**config.mk**
```make
export PLATFORM = sky130hd
export DESIGN_NAME = result_reader
export DESIGN_NICKNAME = d
export VERILOG_FILES = /design/src/rtl/result_reader.sv
export SDC_FILE = /design/constraint.sdc
export NUM_CORES = 1
export LEC_CHECK = 0
export ABC_AREA = 0
export BUFFER_PORTS_ARGS = -buffer_cell sky130_fd_sc_hd__buf_2
export CAP_MARGIN = 20
export CORE_ASPECT_RATIO = 0.7
export CORE_MARGIN = 2
export CORE_UTILIZATION = 55
export CTS_CLUSTER_DIAMETER = 30
export DETAILED_ROUTE_END_ITERATION = 12
export PLACE_DENSITY = 0.85
export SYNTH_ARGS = -nofsm -noshare
export SYNTH_HDL_FRONTEND = slang
export SYNTH_SLANG_ARGS = --single-unit
```
**constraint.sdc**
```tcl
create_clock -name clk -period 12.93 [get_ports clk]
set_input_delay 1.293 -clock clk [delete_from_list [all_inputs] [get_ports clk]]
set_output_delay 1.293 -clock clk [all_outputs]
set_load 0.1 [all_outputs]
```
**src/rtl/result_reader.sv**
```systemverilog
// Result BRAM readback: fetches PE_COUNT-lane vector words one at a time and
// serializes them, lane 0 first, onto a valid/ready stream.
module result_reader #(
    parameter int PE_COUNT   = 4,
    parameter int DATA_WIDTH = 32,
    parameter int BRAM_DEPTH = 1024,
    parameter int ADDR_WIDTH = $clog2(BRAM_DEPTH)
) (
    input  logic                           clk,
    input  logic                           rstn,
    input  logic                           start,
    input  logic [ADDR_WIDTH-1:0]          base_addr,
    input  logic [ADDR_WIDTH:0]            length,
    output logic                           rd_en,
    output logic [ADDR_WIDTH-1:0]          rd_addr,
    input  logic [PE_COUNT*DATA_WIDTH-1:0] rd_data,
    output logic                           m_valid,
    input  logic                           m_ready,
    output logic [DATA_WIDTH-1:0]          m_data,
    output logic                           m_last,
    output logic                           busy,
    output logic                           done
);
    localparam int LANE_W = (PE_COUNT > 1) ? $clog2(PE_COUNT) : 1;

    localparam logic [2:0] IDLE    = 3'd0;
    localparam logic [2:0] ISSUE   = 3'd1;
    localparam logic [2:0] CAPTURE = 3'd2;
    localparam logic [2:0] STREAM  = 3'd3;
    localparam logic [2:0] DONE    = 3'd4;

    localparam logic [ADDR_WIDTH:0]   DEPTH_LEN = (ADDR_WIDTH+1)'(BRAM_DEPTH);
    localparam logic [ADDR_WIDTH-1:0] ADDR_MAX  = ADDR_WIDTH'(BRAM_DEPTH - 1);
    localparam logic [LANE_W-1:0]     LANE_MAX  = LANE_W'(PE_COUNT - 1);

    logic [2:0]            state;
    logic [ADDR_WIDTH-1:0] addr_cnt;
    logic [ADDR_WIDTH-1:0] rd_addr_q;
    logic [ADDR_WIDTH:0]   word_cnt;
    logic [LANE_W-1:0]     lane;
    logic [DATA_WIDTH-1:0] lane_buf [PE_COUNT];
    logic                  zero_wait;
    logic                  last_lane;

    assign last_lane = (lane == LANE_MAX);
    assign rd_en     = (state == ISSUE);
    assign rd_addr   = rd_addr_q;
    assign m_valid   = (state == STREAM);
    assign m_data    = lane_buf[lane];
    assign m_last    = m_valid && last_lane && (word_cnt == '0);
    assign busy      = (state != IDLE);
    // A zero-length request spends one extra cycle in DONE so the pulse lands two cycles after start.
    assign done      = (state == DONE) && !zero_wait;

    always_ff @(posedge clk) begin
        if (!rstn) begin
            state     <= IDLE;
            addr_cnt  <= '0;
            rd_addr_q <= '0;
            word_cnt  <= '0;
            lane      <= '0;
            zero_wait <= 1'b0;
            for (int i = 0; i < PE_COUNT; i++) lane_buf[i] <= '0;
        end else begin
            case (state)
                IDLE: begin
                    if (start) begin
                        addr_cnt  <= base_addr;
                        word_cnt  <= (length > DEPTH_LEN) ? DEPTH_LEN : length;
                        zero_wait <= (length == '0);
                        if (length == '0) begin
                            state <= DONE;
                        end else begin
                            rd_addr_q <= base_addr;
                            state     <= ISSUE;
                        end
                    end
                end
                ISSUE: state <= CAPTURE;
                CAPTURE: begin
                    for (int i = 0; i < PE_COUNT; i++)
                        lane_buf[i] <= rd_data[i*DATA_WIDTH +: DATA_WIDTH];
                    lane     <= '0;
                    addr_cnt <= (addr_cnt == ADDR_MAX) ? '0 : addr_cnt + ADDR_WIDTH'(1);
                    word_cnt <= word_cnt - (ADDR_WIDTH+1)'(1);
                    state    <= STREAM;
                end
                STREAM: begin
                    if (m_ready) begin
                        if (!last_lane) begin
                            lane <= lane + LANE_W'(1);
                        end else if (word_cnt != '0) begin
                            // addr_cnt already points at the next word after CAPTURE.
                            rd_addr_q <= addr_cnt;
                            state     <= ISSUE;
                        end else begin
                            state <= DONE;
                        end
                    end
                end
                DONE: begin
                    if (zero_wait) zero_wait <= 1'b0;
                    else           state     <= IDLE;
                end
                default: state <= IDLE;
            endcase
        end
    end
endmodule

```
-- Word level (Yosys, flattened, before mapping)
Memory sizes are Yosys's and may differ from the RTL's. A register that Yosys moved wholly into a read port is not among the register bits.
Cells that the tools add are included.
Widths: inputs -> output; s select.
- register bits after elaboration: 37
- bits in latches: 0
- memory bits (writable): 128
- ROM bits: 0
- input bits: 153
- output and inout port bits: 47
- logic and storage cells: 80
- memories kept: 1
- memories (memory ; depth ; width ; rd ports ; clocked after memory_dff ; write ports ; line ; text):
    lane_buf ; 4 ; 32 ; 1 ; 1 ; 4 ; 41 ; logic [DATA_WIDTH-1:0] lane_buf [PE_COUNT];
- add/sub/neg operators: 3
- multipliers: 0
- divide/modulo/power cells: 0
- order comparisons: 1
- equal/unequal tests: 13
- shift operators: 0
- mux-type cells: 34
- bitwise operators: 4
- reductions and logical operators: 18
- operators with widths (kind ; number):
    $mux 32 ; 4
    $mux 10 ; 7
    $pmux 10 s2 ; 2
    $logic_not 11->1 ; 2
    $mux 11 ; 2
    $pmux 11 s2 ; 1
    $mux 3 ; 6
    $pmux 3 s5 ; 1
    $gt 11x11->1 const B ; 1
    $reduce_bool 11->1 ; 1
    $sub 11x1->11 const B ; 1
    $add 10x1->10 const B ; 1
    $eq 10x10->1 const B ; 1
    $mux 2 ; 4
    $ne 2x2->1 const B ; 4
    $reduce_bool 2->1 ; 4
    $eq 3x2->1 const B ; 2
    $ne 2x1->1 const B ; 3
    $reduce_and 6->1 ; 1
    $mux 1 ; 5
    $or 1x1->1 ; 4
    $pmux 2 s2 ; 1
    $reduce_and 2->1 ; 2
    $reduce_and 4->1 ; 1
    other kinds (10) ; 12

-- Depth between registers and ports, before layout
- depth in word-level cells: 6
- depth in mapped cells: 8
- mapped depth without buffers: 7

-- Least setup slack after synthesis
No wires, ideal clock.
- path kind: input port to flip-flop
- from: input rstn
- to: memory lane_buf[0][0], enable pin
- setup time: 1.114 ns
- arrival: 3.932 ns
- required time: 11.816 ns
- path slack: 7.884 ns
- cell stages on the path: 3
- buffers on the path: 2
- path through: clkbuf_1 > clkbuf_1 > nand2_1
- RTL lines (element ; line ; text):
    start, declared ; 10 ; input logic rstn,
    end, declared ; 41 ;

-- Final worst setup path
- from: register word_cnt[0]
- to: output m_last
- longest elaborated chain between the ends: 2
- RTL lines (element ; line ; text):
    start, declared ; 39 ; logic [ADDR_WIDTH:0] word_cnt;
    start signal, assigned ; 69 ; word_cnt <= (length > DEPTH_LEN) ? DEPTH_LEN : length;
    start signal, assigned ; 85 ; word_cnt <= word_cnt - (ADDR_WIDTH+1)'(1);
    $logic_not 11->1 ; 50 ; assign m_last = m_valid && last_lane && (word_cnt == '0);
    $logic_and 1x1->1 ; 50 ;
    end, declared ; 20 ; output logic m_last,
Every way passes these cells.

==> results.yml <==
outcome:
  status: "finished, final reports clean"
timing:
  period_share_pct: 27.9
  tns_ps: 0
  rsz0062_at_grt: "false"
  fin_skew_ps: 7.47
  slew_headroom_pct: 34.5
  max_freq_ghz: 0.277
  drv_slew: 0
  finalWorstSetupSlack_ps: 9320
  setup_viol: 0
  period_needed_ps: 3610
  worst_slew_pin_slew_ps: 983
  hold_violations: 0
min_path:
  min_path_type: "reg -> reg"
  min_from: "rd_addr[0]"
  whs_path_depth: 2
  hold_end: "rd_addr[0]"
yosys:
  synth-edff-count: 128
  synthCells: 581
  avgSynthCellArea_sq_um: 13.1
  synth_nets: 737
  synthTopCellsByArea: "edfxtp_1 51%, and3_1 11%, dfxtp_1 10%"
  synth_ff_type: "edfxtp_1"
  synth_seq_cells: 167
  netlist_top_cells_count: "132 x and3_1, 128 x edfxtp_1, 43 x clkbuf_1"
  synth_top_area_share_pct: 50.5
  postSynth.asyncResetShare_pct: 0
  yosysWarnings: 0
  yosys.cell_count.top_type: "and3_1"
  seq_area_frac_synth_pct: 60.8
  ys_types: 55
  synth_top_area_cell: "edfxtp_1"
  synth.cell_area_sq_um: 7610
placement:
  dpl.hpwl_um: 11900
  dp_slack_ps: 9130
  io_buffers: 199
  place_congestion: 0.889
critical_path:
  path_buf_inv: 2
  crit_chain: "inv_1 > ha_1 > or4b_1 > nor4_2 > and2_1 > buf_2"
  end_kind: "output pin"
  cp.arrival_ps: 2310
  rr_startpoint: "state[1]"
  regToRegSetupSlack_ps: 9930
  path_class: "reg -> out"
  slowest_delay_ps: 460
  critical_path.top_delay_family: "simple AND/OR/NAND/NOR gates"
  reg2reg_depth: 4
  worst_ep_required_time_ps: 11640
  cpMaxStageDelayCell: "or4b_1"
  critPathLaunchType: "flip-flop"
  worstReg2RegEnd: "lane_buf[0][3]"
  critPathMaxFanout: 4
drt:
  vias: 5597
  wirelength_um: 17900
  vias_per_cell: 5.87
  drt-initial-drc-count: 470
  wl_per_cell_um: 18.8
  drc: 0
  top_layer: "met5"
  wl_met1_um: 7310
  postRouteAntennaNets: 0
  route.met2.wl_um: 8770
  dr_wl_met3_um: 1460
  dr.pass1.iters: 5
global_route:
  grt_pass1_vias: 5380
  antenna_found_initial: 3
  overflow: 0
  grt_max_degree: 137
  grt_use_total_pct: 24.4
  grt_pass1_wl_um: 27300
clocking:
  path_clk_slew_ps: 70
  clkSinkCount: 167
  clk_path_buf_depth: 2
  cts-root-buf: "clkbuf_16"
  cts_hold_buf: 0
  cts_tree: "yes"
  cts_buffers: 17
  post_cts_buffers: 0
  clk_latency_ps: 410
  h-tree-depth: 4
  cts_resized: 0
floorplanning:
  fp.coreArea_sq_um: 13300
  dieArea_sq_um: 14800
  die_h_um: 102
  ios: 200
  die_w_um: 145
  fp-row-count: 35
  initial_core_util_pct: 57.2
cells_and_area:
  area.growth.synth_to_final_pct: 22.6
  fillCellCount: 972
  nets: 911
  final_layout_size_suffix_gt1_share_pct: 38.1
power_and_ir_drop:
  ir_drop_mv: 0.146
  powerDensity_nw_per_um2: 210
  p_leak_nw: 4.15
run:
  cap_violations: 0
worst max-delay path by stage:
stage	cells past startpoint	startpoint	end
3_3_place_gp	4	rstn	lane_buf[0][7]
5_1_grt	6	word_cnt[0]	m_last
6_report	6	word_cnt[0]	m_last
2_1_floorplan	3	rstn	lane_buf[0][0]
4_1_cts	6	word_cnt[0]	m_last
3_5_place_dp	4	rstn	lane_buf[0][7]
worst min-delay path: cells and delay by family, from the launching register on:
| family | cells | cell delay (ps) |
|---|---|---|
| flip-flops | 1 | 310 |
| buffers and inverters | 1 | 60 |
| AO/OA/AOI/OAI | 1 | 50 |
routing by layer:
layer	track usage, %	vias to the layer above
met2	40.2	246
met5	0	-
li1	-	2628
met4	8.07	2
met1	31.7	2692
met3	6.98	29
cell type report:
class	count	area, sq um	area share, %
clock inverters	14	173	1.85
clock buffers	17	425	4.56
inverters	15	56.3	0.604
well taps	185	231	2.48
repair buffers	206	1070	11.5
flip-flops and latches	167	4630	49.6
multi-input cells	348	2740	29.4
diodes	2	5.00	0.0537
power by group:
| part | total (mW) | switching, mW | internal, mW | leakage, nW |
|---|---|---|---|---|
| registers | 0.778 | 0.0593 | 0.719 | 1.67 |
| clock network | 0.515 | 0.209 | 0.306 | 0.293 |
| logic | 0.666 | 0.493 | 0.173 | 2.18 |
through the flow:
step	hold WS (ps)	std cells	instance area (sq um)	util (%)	total power [mW]
2_1_floorplan	458	581	7610	-	1.32
3_3_place_gp	449	920	8700	65.3	1.43
3_5_place_dp	455	920	8700	65.3	1.45
4_1_cts	464	951	9300	69.8	1.96
5_1_grt	491	954	9330	70.1	2.04
6_report	459	954	9330	70.1	1.96
kinds of logic (layout without fill, tap and decap cells):
| logic type | count (synthesis) | after routing | share of synthesized area [%] |
|---|---|---|---|
| AO/OA/AOI/OAI | 77 | 77 | 7.23 |
| XOR/XNOR | 2 | 2 | 0.230 |
| adder cells (fa/ha/maj) | 3 | 3 | 0.493 |
| buffers and inverters | 66 | 252 | 3.37 |
| flip-flops | 167 | 167 | 60.8 |
| multiplexers | 37 | 37 | 10.2 |
| other | 0 | 2 | 0 |
| AND/OR/NAND/NOR | 229 | 229 | 17.7 |
registers in the layout, indices dropped and copies added, names as in the netlist, named ones only:
register and cells:
addr_cnt 10, lane_buf 128, word_cnt 11, zero_wait 1
rd_addr 10, lane 2, state 3
cell usage in the layout (no fill, tap or decap), types with 3 or more instances in the layout:
master / netlist / routed
nor4_1: 5 / 5
nand2_1: 24 / 23
nand3_1: 10 / 10
clkinv_2: 0 / 3
a311oi_1: 4 / 4
nand2b_1: 5 / 5
mux2_2: 3 / 3
edfxtp_1: 128 / 128
ha_1: 3 / 3
buf_4: 1 / 6
o22ai_1: 11 / 11
a221oi_2: 5 / 5
nor2_1: 20 / 20
bufinv_16: 0 / 3
o21ai_0: 9 / 9
nor3_1: 9 / 9
nand4_1: 3 / 3
and3_1: 132 / 132
dfxtp_1: 39 / 37
inv_6: 0 / 5
buf_2: 4 / 199
mux4_2: 32 / 32
a21oi_1: 19 / 19
a22oi_1: 5 / 5
a31oi_1: 3 / 3
clkbuf_16: 0 / 17
a221oi_1: 6 / 6
inv_1: 15 / 15
and2_1: 4 / 4
(Power assumes the default switching activity.)
